**config.mk**
```make
export PLATFORM = sky130hd
export DESIGN_NAME = multicycle_ctrl_fsm_flat
export DESIGN_NICKNAME = d
export VERILOG_FILES = /design/src/rtl/multicycle_ctrl_fsm_pkg.sv /design/src/rtl/multicycle_ctrl_fsm_if.sv /design/src/rtl/multicycle_ctrl_fsm_ctrl_out_decode.sv /design/src/rtl/multicycle_ctrl_fsm.sv /design/src/flat_wrapper.sv
export SDC_FILE = /design/constraint.sdc
export NUM_CORES = 1
export LEC_CHECK = 0
export ABC_AREA = 0
export CAP_MARGIN = 20
export CORE_MARGIN = 5
export CORE_UTILIZATION = 39
export DETAILED_ROUTE_END_ITERATION = 16
export GPL_TIMING_DRIVEN = 0
export PLACE_DENSITY = 0.74
export SLEW_MARGIN = 30
export SYNTH_ARGS = -nofsm -noshare
export SYNTH_HDL_FRONTEND = slang
export SYNTH_SLANG_ARGS = --single-unit
```
**constraint.sdc**
```tcl
create_clock -name clk -period 1.6 [get_ports clk]
set_clock_uncertainty 0.1 [all_clocks]
set_input_delay 0.24 -clock clk [delete_from_list [all_inputs] [get_ports clk]]
set_output_delay 0.24 -clock clk [all_outputs]
set_load 0.05 [all_outputs]
```
**src/rtl/multicycle_ctrl_fsm_pkg.sv**
```systemverilog
// Shared definitions for the multicycle RV32I main controller: state enum,
// opcode constants, datapath select encodings and the control bundle.
// The imm_src encoding is also consumed by the immediate extender.
package riscv_ctrl_pkg;

  typedef enum logic [3:0] {
    S_FETCH, S_DECODE, S_MEMADR, S_MEMREAD, S_MEMWB, S_MEMWRITE,
    S_EXEC_R, S_EXEC_I, S_ALUWB, S_BEQ, S_TRAP
  } state_e;

  localparam logic [6:0] OP_LW  = 7'b0000011;
  localparam logic [6:0] OP_SW  = 7'b0100011;
  localparam logic [6:0] OP_R   = 7'b0110011;
  localparam logic [6:0] OP_I   = 7'b0010011;
  localparam logic [6:0] OP_BEQ = 7'b1100011;

  localparam logic [1:0] SRCA_PC    = 2'b00;
  localparam logic [1:0] SRCA_OLDPC = 2'b01;
  localparam logic [1:0] SRCA_RD1   = 2'b10;

  localparam logic [1:0] SRCB_RD2  = 2'b00;
  localparam logic [1:0] SRCB_IMM  = 2'b01;
  localparam logic [1:0] SRCB_FOUR = 2'b10;

  localparam logic [1:0] ALUOP_ADD   = 2'b00;
  localparam logic [1:0] ALUOP_SUB   = 2'b01;
  localparam logic [1:0] ALUOP_FUNCT = 2'b10;

  localparam logic [1:0] RES_ALUOUT    = 2'b00;
  localparam logic [1:0] RES_READDATA  = 2'b01;
  localparam logic [1:0] RES_ALURESULT = 2'b10;

  localparam logic [1:0] IMM_I = 2'b00;
  localparam logic [1:0] IMM_S = 2'b01;
  localparam logic [1:0] IMM_B = 2'b10;

  typedef struct packed {
    logic       mem_req;
    logic       adr_src;
    logic       ir_write;
    logic       pc_write;
    logic       mem_write;
    logic       reg_write;
    logic [1:0] alu_src_a;
    logic [1:0] alu_src_b;
    logic [1:0] alu_op;
    logic [1:0] result_src;
    logic [1:0] imm_src;
    logic       instr_retired;
  } ctrl_t;

  // Extender format from opcode; only stores and branches differ from I-type.
  function automatic logic [1:0] imm_src_of(input logic [6:0] op);
    if (op == OP_SW)       return IMM_S;
    else if (op == OP_BEQ) return IMM_B;
    else                   return IMM_I;
  endfunction

  function automatic logic is_legal(input logic [6:0] op);
    return (op == OP_LW) || (op == OP_SW) || (op == OP_R) ||
           (op == OP_I)  || (op == OP_BEQ);
  endfunction

endpackage

```
**src/rtl/multicycle_ctrl_fsm_if.sv**
```systemverilog
// Controller <-> datapath bundle. master = controller, slave = datapath.
// Optional macro: CTRL_ILLEGAL_TRAP_EN adds the sticky illegal_instr flag.
interface multicycle_ctrl_fsm_if;
  logic [6:0] op;
  logic       zero;
  logic       mem_ready;
  logic       mem_req;
  logic       adr_src;
  logic       ir_write;
  logic       pc_write;
  logic       mem_write;
  logic       reg_write;
  logic [1:0] alu_src_a;
  logic [1:0] alu_src_b;
  logic [1:0] alu_op;
  logic [1:0] result_src;
  logic [1:0] imm_src;
  logic       instr_retired;
`ifdef CTRL_ILLEGAL_TRAP_EN
  logic       illegal_instr;
`endif

  modport master (
    input  op, zero, mem_ready,
`ifdef CTRL_ILLEGAL_TRAP_EN
    output illegal_instr,
`endif
    output mem_req, adr_src, ir_write, pc_write, mem_write, reg_write,
           alu_src_a, alu_src_b, alu_op, result_src, imm_src, instr_retired
  );

  modport slave (
    output op, zero, mem_ready,
`ifdef CTRL_ILLEGAL_TRAP_EN
    input  illegal_instr,
`endif
    input  mem_req, adr_src, ir_write, pc_write, mem_write, reg_write,
           alu_src_a, alu_src_b, alu_op, result_src, imm_src, instr_retired
  );
endinterface

```
**src/rtl/multicycle_ctrl_fsm_ctrl_out_decode.sv**
```systemverilog
// Combinational state -> control decode. Moore outputs plus the few
// mem_ready/zero/op qualified terms; write enables are killed in reset.
// Optional macro: CTRL_ILLEGAL_TRAP_EN (unknown opcodes trap instead of NOP).
module ctrl_out_decode
  import riscv_ctrl_pkg::*;
(
  input  state_e     i_state,
  input  logic       i_rst_n,
  input  logic       i_mem_ready,
  input  logic       i_zero,
  input  logic [6:0] i_op,
  output ctrl_t      o_ctrl
);
  ctrl_t w_c;

  // Per-state control decode, then reset gating of all enables
  always_comb begin
    w_c         = '0;
    w_c.imm_src = imm_src_of(i_op);
    case (i_state)
      S_FETCH: begin
        w_c.mem_req    = 1'b1;
        w_c.alu_src_a  = SRCA_PC;
        w_c.alu_src_b  = SRCB_FOUR;
        w_c.alu_op     = ALUOP_ADD;
        w_c.result_src = RES_ALURESULT;
        w_c.ir_write   = i_mem_ready;
        w_c.pc_write   = i_mem_ready;
      end
      S_DECODE: begin
        w_c.alu_src_a = SRCA_OLDPC;
        w_c.alu_src_b = SRCB_IMM;
`ifndef CTRL_ILLEGAL_TRAP_EN
        // unknown opcode is a one-cycle NOP that retires here
        w_c.instr_retired = !is_legal(i_op);
`endif
      end
      S_MEMADR: begin
        w_c.alu_src_a = SRCA_RD1;
        w_c.alu_src_b = SRCB_IMM;
      end
      S_MEMREAD: begin
        w_c.mem_req = 1'b1;
        w_c.adr_src = 1'b1;
      end
      S_MEMWB: begin
        w_c.result_src    = RES_READDATA;
        w_c.reg_write     = 1'b1;
        w_c.instr_retired = 1'b1;
      end
      S_MEMWRITE: begin
        w_c.mem_req       = 1'b1;
        w_c.adr_src       = 1'b1;
        w_c.mem_write     = 1'b1;
        w_c.instr_retired = i_mem_ready;
      end
      S_EXEC_R: begin
        w_c.alu_src_a = SRCA_RD1;
        w_c.alu_src_b = SRCB_RD2;
        w_c.alu_op    = ALUOP_FUNCT;
      end
      S_EXEC_I: begin
        w_c.alu_src_a = SRCA_RD1;
        w_c.alu_src_b = SRCB_IMM;
        w_c.alu_op    = ALUOP_FUNCT;
      end
      S_ALUWB: begin
        w_c.result_src    = RES_ALUOUT;
        w_c.reg_write     = 1'b1;
        w_c.instr_retired = 1'b1;
      end
      S_BEQ: begin
        w_c.alu_src_a     = SRCA_RD1;
        w_c.alu_src_b     = SRCB_RD2;
        w_c.alu_op        = ALUOP_SUB;
        w_c.result_src    = RES_ALUOUT;
        w_c.pc_write      = i_zero;
        w_c.instr_retired = 1'b1;
      end
      default: ; // TRAP: everything stays 0
    endcase
    if (!i_rst_n) begin
      w_c.mem_req       = 1'b0;
      w_c.ir_write      = 1'b0;
      w_c.pc_write      = 1'b0;
      w_c.mem_write     = 1'b0;
      w_c.reg_write     = 1'b0;
      w_c.instr_retired = 1'b0;
    end
  end

  assign o_ctrl = w_c;
endmodule

```
**src/rtl/multicycle_ctrl_fsm.sv**
```systemverilog
// Main control FSM of the multicycle RV32I core: owns the state register and
// next-state logic; output decode lives in ctrl_out_decode.
// Optional macro: CTRL_ILLEGAL_TRAP_EN (unknown opcode -> TRAP + illegal_instr).
module multicycle_ctrl_fsm
  import riscv_ctrl_pkg::*;
(
  input  logic                   clk,
  input  logic                   rst_n,
  multicycle_ctrl_fsm_if.master  bus
);
  state_e r_state;
  ctrl_t  w_ctrl;
`ifdef CTRL_ILLEGAL_TRAP_EN
  logic   r_illegal;
`endif

  // State register and next-state sequencing
  always_ff @(posedge clk) begin
    if (!rst_n) begin
      r_state <= S_FETCH;
`ifdef CTRL_ILLEGAL_TRAP_EN
      r_illegal <= 1'b0;
`endif
    end else begin
      case (r_state)
        S_FETCH:    if (bus.mem_ready) r_state <= S_DECODE;
        S_DECODE: begin
          case (bus.op)
            OP_LW, OP_SW: r_state <= S_MEMADR;
            OP_R:         r_state <= S_EXEC_R;
            OP_I:         r_state <= S_EXEC_I;
            OP_BEQ:       r_state <= S_BEQ;
            default: begin
`ifdef CTRL_ILLEGAL_TRAP_EN
              r_state   <= S_TRAP;
              r_illegal <= 1'b1;
`else
              r_state   <= S_FETCH;
`endif
            end
          endcase
        end
        S_MEMADR:   r_state <= (bus.op == OP_SW) ? S_MEMWRITE : S_MEMREAD;
        S_MEMREAD:  if (bus.mem_ready) r_state <= S_MEMWB;
        S_MEMWRITE: if (bus.mem_ready) r_state <= S_FETCH;
        S_EXEC_R,
        S_EXEC_I:   r_state <= S_ALUWB;
        S_MEMWB,
        S_ALUWB,
        S_BEQ:      r_state <= S_FETCH;
        S_TRAP:     r_state <= S_TRAP;
        default:    r_state <= S_FETCH;
      endcase
    end
  end

  ctrl_out_decode u_dec (
    .i_state     (r_state),
    .i_rst_n     (rst_n),
    .i_mem_ready (bus.mem_ready),
    .i_zero      (bus.zero),
    .i_op        (bus.op),
    .o_ctrl      (w_ctrl)
  );

  assign bus.mem_req       = w_ctrl.mem_req;
  assign bus.adr_src       = w_ctrl.adr_src;
  assign bus.ir_write      = w_ctrl.ir_write;
  assign bus.pc_write      = w_ctrl.pc_write;
  assign bus.mem_write     = w_ctrl.mem_write;
  assign bus.reg_write     = w_ctrl.reg_write;
  assign bus.alu_src_a     = w_ctrl.alu_src_a;
  assign bus.alu_src_b     = w_ctrl.alu_src_b;
  assign bus.alu_op        = w_ctrl.alu_op;
  assign bus.result_src    = w_ctrl.result_src;
  assign bus.imm_src       = w_ctrl.imm_src;
  assign bus.instr_retired = w_ctrl.instr_retired;
`ifdef CTRL_ILLEGAL_TRAP_EN
  assign bus.illegal_instr = r_illegal;
`endif
endmodule

```
**src/flat_wrapper.sv**
```systemverilog
// flat-port wrapper written by rule: the top's interface ports become plain ports
module multicycle_ctrl_fsm_flat import riscv_ctrl_pkg::*;
  (clk, rst_n, bus_op, bus_zero, bus_mem_ready, bus_mem_req, bus_adr_src, bus_ir_write, bus_pc_write, bus_mem_write, bus_reg_write, bus_alu_src_a, bus_alu_src_b, bus_alu_op, bus_result_src, bus_imm_src, bus_instr_retired);
  multicycle_ctrl_fsm_if bus_i ();
  input  logic clk;
  input  logic rst_n;
  input wire logic [$bits(bus_i.op)-1:0] bus_op;
  input wire logic [$bits(bus_i.zero)-1:0] bus_zero;
  input wire logic [$bits(bus_i.mem_ready)-1:0] bus_mem_ready;
  output wire logic [$bits(bus_i.mem_req)-1:0] bus_mem_req;
  output wire logic [$bits(bus_i.adr_src)-1:0] bus_adr_src;
  output wire logic [$bits(bus_i.ir_write)-1:0] bus_ir_write;
  output wire logic [$bits(bus_i.pc_write)-1:0] bus_pc_write;
  output wire logic [$bits(bus_i.mem_write)-1:0] bus_mem_write;
  output wire logic [$bits(bus_i.reg_write)-1:0] bus_reg_write;
  output wire logic [$bits(bus_i.alu_src_a)-1:0] bus_alu_src_a;
  output wire logic [$bits(bus_i.alu_src_b)-1:0] bus_alu_src_b;
  output wire logic [$bits(bus_i.alu_op)-1:0] bus_alu_op;
  output wire logic [$bits(bus_i.result_src)-1:0] bus_result_src;
  output wire logic [$bits(bus_i.imm_src)-1:0] bus_imm_src;
  output wire logic [$bits(bus_i.instr_retired)-1:0] bus_instr_retired;
  assign bus_i.op = bus_op;
  assign bus_i.zero = bus_zero;
  assign bus_i.mem_ready = bus_mem_ready;
  assign bus_mem_req = bus_i.mem_req;
  assign bus_adr_src = bus_i.adr_src;
  assign bus_ir_write = bus_i.ir_write;
  assign bus_pc_write = bus_i.pc_write;
  assign bus_mem_write = bus_i.mem_write;
  assign bus_reg_write = bus_i.reg_write;
  assign bus_alu_src_a = bus_i.alu_src_a;
  assign bus_alu_src_b = bus_i.alu_src_b;
  assign bus_alu_op = bus_i.alu_op;
  assign bus_result_src = bus_i.result_src;
  assign bus_imm_src = bus_i.imm_src;
  assign bus_instr_retired = bus_i.instr_retired;
  multicycle_ctrl_fsm u_core (.clk(clk), .rst_n(rst_n), .bus(bus_i));
endmodule
```
==> flow_summary.toml <==
[yosys]
synth_edf_count = 0
synth_cells = 83
ys_top_cells_by_area = "dfxtp_1 (14%), nand2b_1 (6.5%), and3_1 (5.4%), nor2b_1 (5.4%), buf_2 (5.2%)"
synth_area_per_cell_um2 = 7.01
synthFlopType = "dfxtp_1"
synth_fp_nets = 94
synth-seq-cells = 4
syn_area_um2 = 582
async_flop_share = 0
ys_seq_area_frac = 0.138
synth.top_cell.area_share = 0.138
synthDistinctLibCells = 34
synth_top_cells_by_count = "nand2_1 (8), nor2_1 (7), buf_2 (6), nand2b_1 (6)"
synth_most_common_cell = "nand2_1"
yosysWarnings = 0
yosys.area.top_type = "dfxtp_1"

[setup_path]
max_stage_delay_ns = 0.42
crit_required_ns = 1.26
cp_num_buf_inv = 2
cpLargestDelayFamily = "simple AND/OR/NAND/NOR gates"
cp_max_fo = 8
crit_slowest_cell = "dfxtp_2"
critical_path.cell_chain = "and2b_2 > buf_6 > a21o_1 > and3_4 > buf_8"
crit_type = "flop to primary output"
start_kind = "flop"
worstPathArrival_ns = 1.53
end_kind = "primary output"

[clock_network]
clk_latency_ns = 0.24
clk_path_buf_depth = 2
cts.clk_slew.worst_paths_ns = 0.04
hold_buffers = 0
root_buffer = "clkbuf_4"
cts_sinks = 4
cts_tree = "done"
numCtsBuffers = 3
ctsHtreeMaxLevel = 1

[placed_design]
gp_congestion = 0.853
placed_area_um2 = 1010
portBuffers = 26
post-dp-hpwl_mm = 1.44
dp_cells = 125

[die]
die_w_um = 48.6
core_um2 = 1450
io_pins = 28
num_rows = 14
start_util = 0.400
die_area_um2 = 2360
dieHeight_um = 48.6

[layout]
fillers = 57
stdcell_count = 148
reg_top3 = "u_core.r_state: 4 flops"
largest_reg_flops = 4
antenna_cells = 0
regMostFlops = "u_core.r_state"
final_area_um2 = 1330
fin_nets = 144
area_growth_pct = 128
drive_gt1_frac = 0.614
post-route-util = 0.911

[sta]
final.min_clock_period_ns = 1.87
finalHoldViolations = 0
tightest_slew_ns = 0.306
fin_crit_sh = 1.17
setup_tns_ns = -1.45
fmax_mhz = 534
grt_setup_unrepaired = "yes"
drv_slew = 0
setup_viol = 11
setup_ws_ns = -0.272
relSlewSlack = 0.795

[grt]
gr-total-overflow = 0
antenna_found_initial = 0
grt_pass1_vias = 752
grt_use_total = 0.184
grt_max_degree = 11
grt_pass1_wl_mm = 3.53

[detailed_routing]
drc = 0
wl_per_cell_um = 19.7
dr.pass1.iters = 4
wirelength_mm = 2.91
drtIter0Drc = 65
ant_nets = 0
vias_per_cell = 5.95
vias = 880

[status]
status = "finished with violations"
violations = "setup timing"

[pwr]
leakagePower_nw = 0.594
power.density_nw_per_um2 = 366
vdd_drop_max_mv = 0.424

[min_path]
min_path_type = "input pin to flop"

[run]
drv_cap = 0
worst reg2reg max path: stages (launching register included):
cell and delay (ns):
dfxtp_2 0.42, and2b_2 0.29, buf_6 0.13, buf_4 0.13, nor3_1 0.14, a211oi_1 0.09
o211a_1 0.22
final timing paths:
| kind | slack (ns) | depth (start not counted) | endpoint | start |
|---|---|---|---|---|
| worst max-delay path | -0.27 | 5 | bus_mem_req | u_core.r_state[1]$_SDFFE_PN0P_ |
| worst min-delay path | 0.26 | 2 | u_core.r_state[0]$_SDFFE_PN0P_ | rst_n |
| worst max register to register | -0.02 | 6 | u_core.r_state[2]$_SDFFE_PN0P_ | u_core.r_state[1]$_SDFFE_PN0P_ |
| worst min register to register | 0.63 | 3 | u_core.r_state[1]$_SDFFE_PN0P_ | u_core.r_state[1]$_SDFFE_PN0P_ |
placed cells by master (no fill, tap or decap), types with 3 or more instances in the layout:
cell           count
dlygate4sd2_1      4
and3_4             3
clkbuf_4           3
nor4_4             3
dfxtp_4            3
buf_6              9
nor2_2             4
nor2b_1            3
buf_4             22
nand2_1            7
buf_8              7
nand2b_1           5
cell type report:
class	count	area, µm²	area share
inverters	3	13.8	0.0104
flip-flops and latches	4	92.6	0.0699
well taps	16	20.0	0.0151
clock buffers	4	26.3	0.0198
multi-input cells	69	638	0.482
plain buffers	5	80.1	0.0604
repair buffers	47	454	0.343
kinds of logic after synthesis:
kind of cell	synth area share
compound gates	0.284
xor+xnor	0.0301
buf+inv	0.0839
flops	0.138
simple gates	0.465
metrics by stage:
stage	setup WS (ns)	power, mW	hold WS, ns
after global routing	-0.354	0.509	0.277
after CTS	-0.296	0.469	0.336
final	-0.272	0.484	0.256
after global placement	-0.886	0.307	0.604
after detailed placement	-0.884	0.308	0.585
after floorplan	-0.338	0.242	0.261
routing by layer:
metal,global-route usage,vias to the layer above,routed length (µm)
met1,0.245,406,1140
met4,0.0897,0,93
li1,-,404,-
met3,0.0307,10,198
met5,0,-,0
met2,0.283,60,1480
power by group:
part | total, mW | internal (mW) | leakage, nW | switching (mW)
Clock | 0.136 | 0.0936 | 0.0150 | 0.0424
Combinational | 0.244 | 0.110 | 0.543 | 0.134
Sequential | 0.104 | 0.0990 | 0.0352 | 0.00523
Total | 0.484 | 0.303 | 0.594 | 0.182
timing repair:
action	in CTS	in global routing
resized for setup	142	19
endpoints found under the setup margin	17	17
pin swaps	2	6
cloned	0	1
buffers inserted	8	13
Power figures use the tool's default switching activity.
